**src/rtl/pixel_track_ctrl.sv**
```systemverilog
// Pixel-capture sequencer for the TV tracking path: accepts one pixel
// per two cycles, drives datapath strobes, counts hits per frame.
module pixel_track_ctrl #(
  parameter int CNT_W    = 16,
  parameter int MIN_HITS = 16,
  parameter int TIMEOUT  = 1023
) (
  input  logic             clock,
  input  logic             resetN,
  input  logic             enable,
  input  logic             pix_valid,
  output logic             pix_ready,
  input  logic [10:0]      pix_x,
  input  logic [10:0]      pix_y,
  input  logic             pix_match,
  output logic             ld_x,
  output logic             ld_y,
  output logic             ld_c,
  output logic             outEnable,
  output logic             frame_done,
  output logic [CNT_W-1:0] frame_hits,
  output logic             target_found,
  output logic             stall
);

  typedef enum logic {IDLE, CHECK} state_e;

  localparam logic [CNT_W-1:0] HMAX = '1;
  localparam logic [15:0]      TMO  = 16'(TIMEOUT);

  state_e           state_q, state_d;
  logic             match_q, match_d;
  logic             in_frame_q, in_frame_d;
  logic [CNT_W-1:0] hit_q, hit_d;
  logic [15:0]      idle_q, idle_d;
  logic             stall_q, stall_d;
  logic             done_q, done_d;
  logic [CNT_W-1:0] hits_q, hits_d;
  logic             found_q, found_d;
  logic             accept;
  logic             frame_start;
  logic             idling;

  always_comb begin
    state_d    = state_q;
    match_d    = match_q;
    in_frame_d = in_frame_q;
    hit_d      = hit_q;
    idle_d     = '0;
    done_d     = 1'b0;
    hits_d     = hits_q;
    found_d    = found_q;

    pix_ready   = resetN & enable
                & (state_q == IDLE);
    accept      = pix_ready & pix_valid;
    ld_x        = accept;
    ld_y        = accept;
    ld_c        = accept;
    outEnable   = resetN & match_q
                & (state_q == CHECK);
    frame_start = (pix_x == 11'd0)
                & (pix_y == 11'd0);
    idling      = (state_q == IDLE)
                & enable & ~pix_valid;

    unique case (state_q)
      IDLE:  if (accept) state_d = CHECK;
      CHECK: state_d = IDLE;
      default: state_d = IDLE;
    endcase

    if (accept) begin
      match_d = pix_match;
      unique case (1'b1)
        frame_start: begin
          if (in_frame_q) begin
            done_d  = 1'b1;
            hits_d  = hit_q;
            found_d = 32'(hit_q) >= 32'(MIN_HITS);
          end
          hit_d      = CNT_W'(pix_match);
          in_frame_d = 1'b1;
        end
        default: begin
          if (pix_match && hit_q != HMAX)
            hit_d = hit_q + CNT_W'(1);
        end
      endcase
    end

    // idle_cnt saturates at the timeout
    if (idling)
      idle_d = (idle_q == TMO) ? idle_q
             : idle_q + 16'd1;

    stall_d = accept ? 1'b0
            : (stall_q | (idle_d == TMO));

    frame_done   = done_q;
    frame_hits   = hits_q;
    target_found = found_q;
    stall        = stall_q;
  end

  always_ff @(posedge clock) begin
    if (!resetN) begin
      state_q    <= IDLE;
      match_q    <= 1'b0;
      in_frame_q <= 1'b0;
      hit_q      <= '0;
      idle_q     <= '0;
      stall_q    <= 1'b0;
      done_q     <= 1'b0;
      hits_q     <= '0;
      found_q    <= 1'b0;
    end else begin
      state_q    <= state_d;
      match_q    <= match_d;
      in_frame_q <= in_frame_d;
      hit_q      <= hit_d;
      idle_q     <= idle_d;
      stall_q    <= stall_d;
      done_q     <= done_d;
      hits_q     <= hits_d;
      found_q    <= found_d;
    end
  end

endmodule

```
**config.mk**
```make
export PLATFORM = sky130hd
export DESIGN_NAME = pixel_track_ctrl
export DESIGN_NICKNAME = d
export VERILOG_FILES = /design/src/rtl/pixel_track_ctrl.sv
export SDC_FILE = /design/constraint.sdc
export NUM_CORES = 1
export LEC_CHECK = 0
export CELL_PAD_IN_SITES_DETAIL_PLACEMENT = 1
export CELL_PAD_IN_SITES_GLOBAL_PLACEMENT = 1
export CORE_UTILIZATION = 35
export CTS_CLUSTER_DIAMETER = 120
export DETAILED_ROUTE_END_ITERATION = 6
export PLACE_DENSITY_LB_ADDON = 0.1
export SLEW_MARGIN = 15
export SYNTH_ARGS = -nofsm -noshare
export SYNTH_HDL_FRONTEND = slang
export SYNTH_SLANG_ARGS = --single-unit
```
**constraint.sdc**
```tcl
create_clock -name clock -period 2.25 [get_ports clock]
set_clock_uncertainty 0.15 [all_clocks]
set_input_delay 0.45 -clock clock [delete_from_list [all_inputs] [get_ports clock]]
set_output_delay 0.45 -clock clock [all_outputs]
set_load 0.005 [all_outputs]
```
==> run_results.csv, run 1 <==
group,metric,value,unit
floorplan,coreArea,7292,sq um
critical_path,cp-end-kind,"register",
power,pwr_density_cell,466.3,nW/um^2
finish,final_util,48.87,%
critical_path,critPathLaunchType,"input port",
timing,drv_slew,0,
grt,globalRoute.totalOverflow,0,
clock_tree,cts_htree_levels,2,
timing,fmax,462.8,MHz
timing,hold_slack,314.6,ps
power,power.net_switching,0.0003785,W
critical_path,cp_common_cell,"buf_4",
power,power.internal,0.001283,W
synthesis,syn_area,2656,sq um
detailed_routing,drt_iter0_markers,83,
worst_hold_path,min_to,"frame_hits[15]$_SDFFE_PN0P_",
detailed_routing,routed_wl,6.963,mm
clock_tree,clkLatencyLatePin,310,ps
floorplan,ios,51,
synthesis,syn-num-nets,328,
clock_tree,cts_buffers,5,
timing,final.min_clock_period,2161,ps
placed_design,place.gp.congestion,0.7988,
timing,period_share,96.04,%
critical_path,r2r_cells,6,
clock_tree,clock_path_buffers,2,
detailed_routing,route.antenna.remaining_nets,0,
synthesis,synth_top_area_share,40.70,%
placed_design,portBuffers,50,
worst_hold_path,min_from,"frame_hits[15]$_SDFFE_PN0P_",
synthesis,synthTopCellsByCount,"dfxtp_1 (54), nand2_1 (43), nor2_1 (28)",
detailed_routing,wire_per_inst,14.75,microns
timing,worst_slew_pin_slew,524.9,ps
floorplan,die_x,89.12,microns
critical_path,required,2320,ps
synthesis,synth_cell_types,55,
detailed_routing,drt-pass1-iter-count,4,
synthesis,synthFlopType,"dfxtp_1",
synthesis,yosysSeqAreaShare,40.70,%
flow_run,drv_cap,0,
grt,grt_pass1_wl,11.77,mm
synthesis,synth_top_area_cell,"dfxtp_1",
synthesis,yosysMostFrequentCell,"dfxtp_1",
power,pwr-share-seq,57.8,%
synthesis,synthCells,298,
critical_path,crit_family,"buffers and inverters",
clock_tree,root_buffer,"clkbuf_8",
floorplan,fp.dieH,89.12,microns
critical_path,critPathMaxFanout,7,
critical_path,cpPeakStageDelay,410,ps
critical_path,setup.worst_path.class,"in -> reg",
floorplan,row_count,31,
timing,setup_viol,0,
grt,antenna_found_initial,0,
clock_tree,clkSlewWorstSetupHoldPaths,110,ps
power,switching_share,22.78,%
critical_path,cp.arrival,2230,ps
critical_path,slowest_stage,"clkdlybuf4s50_1",
timing,finalHoldViolCount,0,
power,power.share.clock,35.6,%
critical_path,cp_num_buf_inv,4,
detailed_routing,drc,0,
status,status,"finished, final reports clean",
critical_path,reg2reg_to,"stall$_SDFF_PP0_",
worst_hold_path,whs_path_depth,2,
floorplan,die-area,7941,sq um
critical_path,r2r_slack,140,ps
placed_design,dp_hpwl,5.323,mm
finish,layout.nets,402,
worst_hold_path,worstHoldPathType,"reg -> reg",
grt,grt_max_degree,18,
power,p_leak,1.340,nW
detailed_routing,via_per_inst,5.119,
critical_path,crit_path_cell_trace,"clkdlybuf4s50_1 -> and4b_2 -> buf_4 -> buf_4 -> and4_4 -> buf_4 -> o2111ai_1 -> xor2_1 -> nor2_1",
timing,rsz0062_at_grt,"true",
synthesis,synth-edff-count,0,
critical_path,r2r_start,"idle_q[10]$_SDFF_PN0_",
synthesis,synth_area_leaders,"dfxtp_1 (41%), xor2_1 (6.3%), nand2_1 (6.1%)",
synthesis,postSynthAreaPerCell,8.914,sq um
floorplan,start_util,36.43,%
synthesis,synthArstFlopShare,0,%
detailed_routing,dr_total_vias,2416,
clock_tree,cts_sinks,54,
clock_tree,cts_tree,"yes",
synthesis,yosys_warnings,0,
power,vdd_drop_max,0.0002011,V
power,pwr-share-comb,6.6,%
timing,max_slew_margin,64.88,%
grt,grtUsageTotal,19.20,%
synthesis,ys_ff_latch,54,
finish,drive_gt1_share,16.35,%
finish,area_delta_synth_final,34.15,%
finish,antenna_cells,0,
grt,grt_pass1_vias,2442,
[cells by family after synthesis]
logic type	count (synthesis)	share of synthesized area [%]
adders and majority gates	3	1.413
xor gates and xnor gates	23	7.583
AOI/OAI and AO/OA	55	16.16
buffers and inverters	21	4.097
DFF	54	40.70
muxes	3	1.225
and+or+nand+nor	139	28.83
[power groups by stage]
| stage | combinational (W) | clock [W] | sequential [W] |
|---|---|---|---|
| 4_1_cts | 0.000110 | 0.000612 | 0.000960 |
| 2_1_floorplan | 0.0000344 | 0 | 0.000982 |
| 5_1_grt | 0.000120 | 0.000634 | 0.000961 |
| 3_5_place_dp | 0.000110 | 0 | 0.000982 |
| 3_3_place_gp | 0.000108 | 0 | 0.000982 |
| 6_report | 0.000110 | 0.000591 | 0.000960 |
[registers in the layout, summed over array words and instances, names as in the netlist]
signal and flops:
target_found 1, idle_q 16, match_q 1, state_q 1, stall 1, hit_q 16, frame_hits 16, in_frame_q 1
frame_done 1
[through the flow]
step	power (W)	TNS [ps]	area [sq um]	setup slack, ps	instances
detailed placement	0.001092	-7406	3441	-280.2	463
global placement	0.001090	-5994	3441	-240.2	463
floorplan	0.001017	0	2656	245.6	298
global route	0.001716	-30.61	3563	-12.91	472
finish	0.001662	0	3563	89.18	472
CTS	0.001682	-61.74	3551	-15.37	473
[worst max path at each step]
stage                                     from                     end  slack (ps)  depth (start not counted)
after floorplan           idle_q[0]$_SDFF_PN0_        stall$_SDFF_PP0_         250                          8
after global placement                pix_y[3]  hit_q[12]$_SDFFE_PN0P_        -240                          8
after detailed placement              pix_y[3]  hit_q[13]$_SDFFE_PN0P_        -280                          9
after CTS                               enable   hit_q[7]$_SDFFE_PN0P_         -20                         10
after global routing                  pix_y[4]   hit_q[8]$_SDFFE_PN0P_         -10                          8
final                                   resetN  hit_q[13]$_SDFFE_PN0P_          90                          9
[layer usage]
| layer | track usage [%] | vias to the layer above | wire length, microns |
|---|---|---|---|
| li1 | - | 1214 | - |
| met1 | 25.67 | 1153 | 3409 |
| met2 | 31.85 | 41 | 3188 |
| met3 | 3.693 | 8 | 277 |
| met4 | 4.906 | 0 | 87 |
| met5 | 0 | - | 0 |
[cell usage in the layout (no fill, tap or decap), types with 2 or more instances in the layout]
| cell type | n |
|---|---|
| and2_1 | 5 |
| o211ai_1 | 6 |
| dlymetal6s2s_1 | 2 |
| ha_1 | 3 |
| buf_4 | 30 |
| clkinv_4 | 2 |
| and4_1 | 7 |
| a21oi_1 | 5 |
| a211oi_2 | 2 |
| xor2_1 | 19 |
| clkbuf_8 | 6 |
| nand4_1 | 7 |
| nor3b_1 | 2 |
| nor4_1 | 7 |
| a21boi_0 | 15 |
| or3_1 | 2 |
| mux2_2 | 2 |
| a31oi_1 | 3 |
| o2111ai_1 | 6 |
| dfxtp_1 | 54 |
| nor2_1 | 28 |
| and3_1 | 11 |
| nor2b_1 | 4 |
| a21boi_1 | 2 |
| xnor2_1 | 4 |
| nand3_1 | 7 |
| dlygate4sd2_1 | 5 |
| o21ai_0 | 5 |
| nand2_2 | 2 |
| nor4_2 | 2 |
| o211a_1 | 2 |
| inv_1 | 5 |
| nand2_1 | 42 |
| clkdlybuf4s50_1 | 43 |
[repair_timing]
action | in CTS | in global routing
endpoints found under the hold margin | 0 | 0
cloned | 0 | 0
pin swaps | 3 | 6
setup buffers | 2 | 0
setup endpoints to repair | 5 | 30
gates resized for setup | 6 | 8
hold buffers | 0 | 0
[layout make-up]
type,count,area (sq um)
Fill cell,914,3729
Multi-Input combinational cell,223,1479
Sequential cell,54,1081
Timing Repair Buffer,82,755.7
Tap cell,99,123.9
Clock buffer,6,82.58
Inverter,6,23.77
Clock inverter,2,17.52
[worst min-delay path, stage by stage (launching register included)]
cell and delay [ps]:
dfxtp_1 320, nand2_1 50, a21boi_1 50
Note: power is estimated with default switching activity, not from simulation.
==> inputs of run 2 (changes only) <==
--- a/config.mk
+++ b/config.mk
@@ -7,7 +7,7 @@
 export LEC_CHECK = 0
 export CELL_PAD_IN_SITES_DETAIL_PLACEMENT = 1
 export CELL_PAD_IN_SITES_GLOBAL_PLACEMENT = 1
-export CORE_UTILIZATION = 35
+export CORE_UTILIZATION = 39
 export CTS_CLUSTER_DIAMETER = 120
 export DETAILED_ROUTE_END_ITERATION = 6
 export PLACE_DENSITY_LB_ADDON = 0.1
==> run 2 against run 1 <==
  * The flow now finishes with violations (design-rule violations)
  * Via count rose by 0.75%
  * Total power decreased by 4.4%
  * Combinational power about the same
  * Hold slack got worse by 4.1 ps
  * Critical endpoint is now hit_q[12]$_SDFFE_PN0P_
  * Highest routed layer unchanged
==> run_results.csv, run 2 (synthesis results as in run 1) <==
group,metric,value,unit
power,power.share.clock,32.7,%
critical_path,required,2300,ps
critical_path,critPathLaunchType,"input port",
timing,fmax,453.1,MHz
placed_design,portBuffers,50,
grt,antenna_found_initial,0,
power,pwr-share-comb,6.9,%
power,pwr-share-seq,60.4,%
clock_tree,clock_path_buffers,2,
power,finalPower,0.001589,W
power,p_leak,1.339,nW
placed_design,dp_hpwl,5.348,mm
power,switching_share,22.09,%
clock_tree,root_buffer,"clkbuf_8",
detailed_routing,wire_per_inst,15.79,microns
floorplan,row_count,29,
timing,drv_slew,0,
floorplan,start_util,41.13,%
timing,setup_viol,0,
grt,grt_max_degree,27,
clock_tree,clkSlewWorstSetupHoldPaths,100,ps
clock_tree,cts_tree,"yes",
status,status,"finished with violations",
power,pwr_density_cell,448.1,nW/um^2
placed_design,dp_cells,444,
detailed_routing,dr_total_vias,2434,
finish,final_common_cell,"dfxtp_1",
finish,fin_cells,453,
detailed_routing,drt-pass1-iter-count,7,
grt,grtUsageTotal,20.88,%
clock_tree,cts_buffers,5,
finish,antenna_cells,0,
finish,area_delta_synth_final,33.44,%
timing,finalHoldViolCount,0,
floorplan,coreArea,6459,sq um
detailed_routing,drc,9,
floorplan,ios,51,
grt,globalRoute.totalOverflow,0,
timing,max_slew_margin,66.39,%
finish,final_util,54.88,%
grt,grt_pass1_vias,2436,
detailed_routing,routed_wl,7.153,mm
grt,met1_usage,27.28,%
clock_tree,clkLatencyLatePin,310,ps
critical_path,cp.arrival,2260,ps
critical_path,critPathMaxFanout,6,
placed_design,place.gp.congestion,0.8457,
flow_run,drv_cap,0,
finish,mostFrequentLayoutCells,"dfxtp_1 (54), clkdlybuf4s50_1 (45), nand2_1 (43)",
grt,busiest_layer,"met2",
floorplan,die-area,7145,sq um
finish,drive_gt1_share,17.29,%
critical_path,cp-end-kind,"register",
timing,period_share,98.09,%
power,power.net_switching,0.0003510,W
detailed_routing,route.antenna.remaining_nets,0,
timing,final.min_clock_period,2207,ps
power,power.internal,0.001238,W
clock_tree,cts_sinks,54,
floorplan,die_x,84.53,microns
detailed_routing,drt_iter0_markers,112,
clock_tree,cts_htree_levels,2,
grt,met2_usage,35.18,%
timing,hold_slack,310.5,ps
floorplan,fp.dieH,84.53,microns
detailed_routing,via_per_inst,5.373,
timing,worst_slew_pin_slew,502.3,ps
grt,grtUsageMet3,4.326,%
status,failed_checks,"design-rule violations",
critical_path,setup.worst_path.class,"in -> reg",
grt,grt_pass1_wl,11.95,mm
power,vdd_drop_max,0.0003522,V
finish,layout.nets,406,
worst_hold_path,worstHoldPathType,"reg -> reg",
==> run 2: cell count changes in the layout (fill, tap and decap cells not counted), sizes merged <==
cell,change
clkdlybuf4s50,+2
buf,+4
clkbuf,-1
dlymetal6s2s,-2
==> run 2: worst max-delay path, stage by stage <==
cell and delay, ps:
clkdlybuf4s50_1 430, nor4_2 300, and4_1 270, and4_4 270, o211ai_2 110, buf_4 150
o21ai_0 190, a21oi_1 90
==> run 2: power groups by stage <==
stage / registers [W] / logic (W) / clock network [W]
after floorplan: 0.000982 / 0.0000344 / 0
after global placement: 0.000982 / 0.000107 / 0
after detailed placement: 0.000982 / 0.000109 / 0
after CTS: 0.000960 / 0.000109 / 0.000546
after global routing: 0.000961 / 0.000118 / 0.000591
final: 0.000960 / 0.000109 / 0.000519
==> run 2: layout make-up <==
cell class | count | area (sq um)
Fill cell | 768 | 2914
Clock buffer | 5 | 68.82
Clock inverter | 2 | 10.01
Tap cell | 77 | 96.34
Sequential cell | 54 | 1081
Multi-Input combinational cell | 223 | 1484
Timing Repair Buffer | 86 | 777.0
Inverter | 6 | 27.53
==> run 2: routing by layer <==
metal	part of all wire (%)	wire length (microns)	up-vias
met3	6.0	428	4
li1	-	-	1218
met5	0	0	-
met2	44	3166	71
met1	49	3514	1141
met4	0.62	44	0
==> run 2: per-stage QoR <==
| step | worst slack (ps) | setup TNS [ps] | cell area, sq um |
|---|---|---|---|
| final | 42.99 | 0 | 3545 |
| after CTS | 42.01 | 0 | 3526 |
| after detailed placement | -401.6 | -12380 | 3436 |
| after global routing | -22.41 | -119.5 | 3545 |
| after floorplan | 245.6 | 0 | 2656 |
| after global placement | -308.1 | -8932 | 3436 |
==> run 2: path summary, 6_finish.rpt <==
path,startpoint,to,slack (ps),depth (start not counted)
worst max register to register,idle_q[10]$_SDFF_PN0_,stall$_SDFF_PP0_,140,6
worst min-delay path,frame_hits[12]$_SDFFE_PN0P_,frame_hits[12]$_SDFFE_PN0P_,310,2
worst min register to register,frame_hits[12]$_SDFFE_PN0P_,frame_hits[12]$_SDFFE_PN0P_,310,2
worst max-delay path,pix_x[4],hit_q[12]$_SDFFE_PN0P_,40,8
==> run 2: timing repair <==
action,4_1_cts,5_1_grt
setup buffers,1,1
setup endpoints to repair,31,26
resized for setup,9,9
pin swaps,1,3
hold buffers,0,0
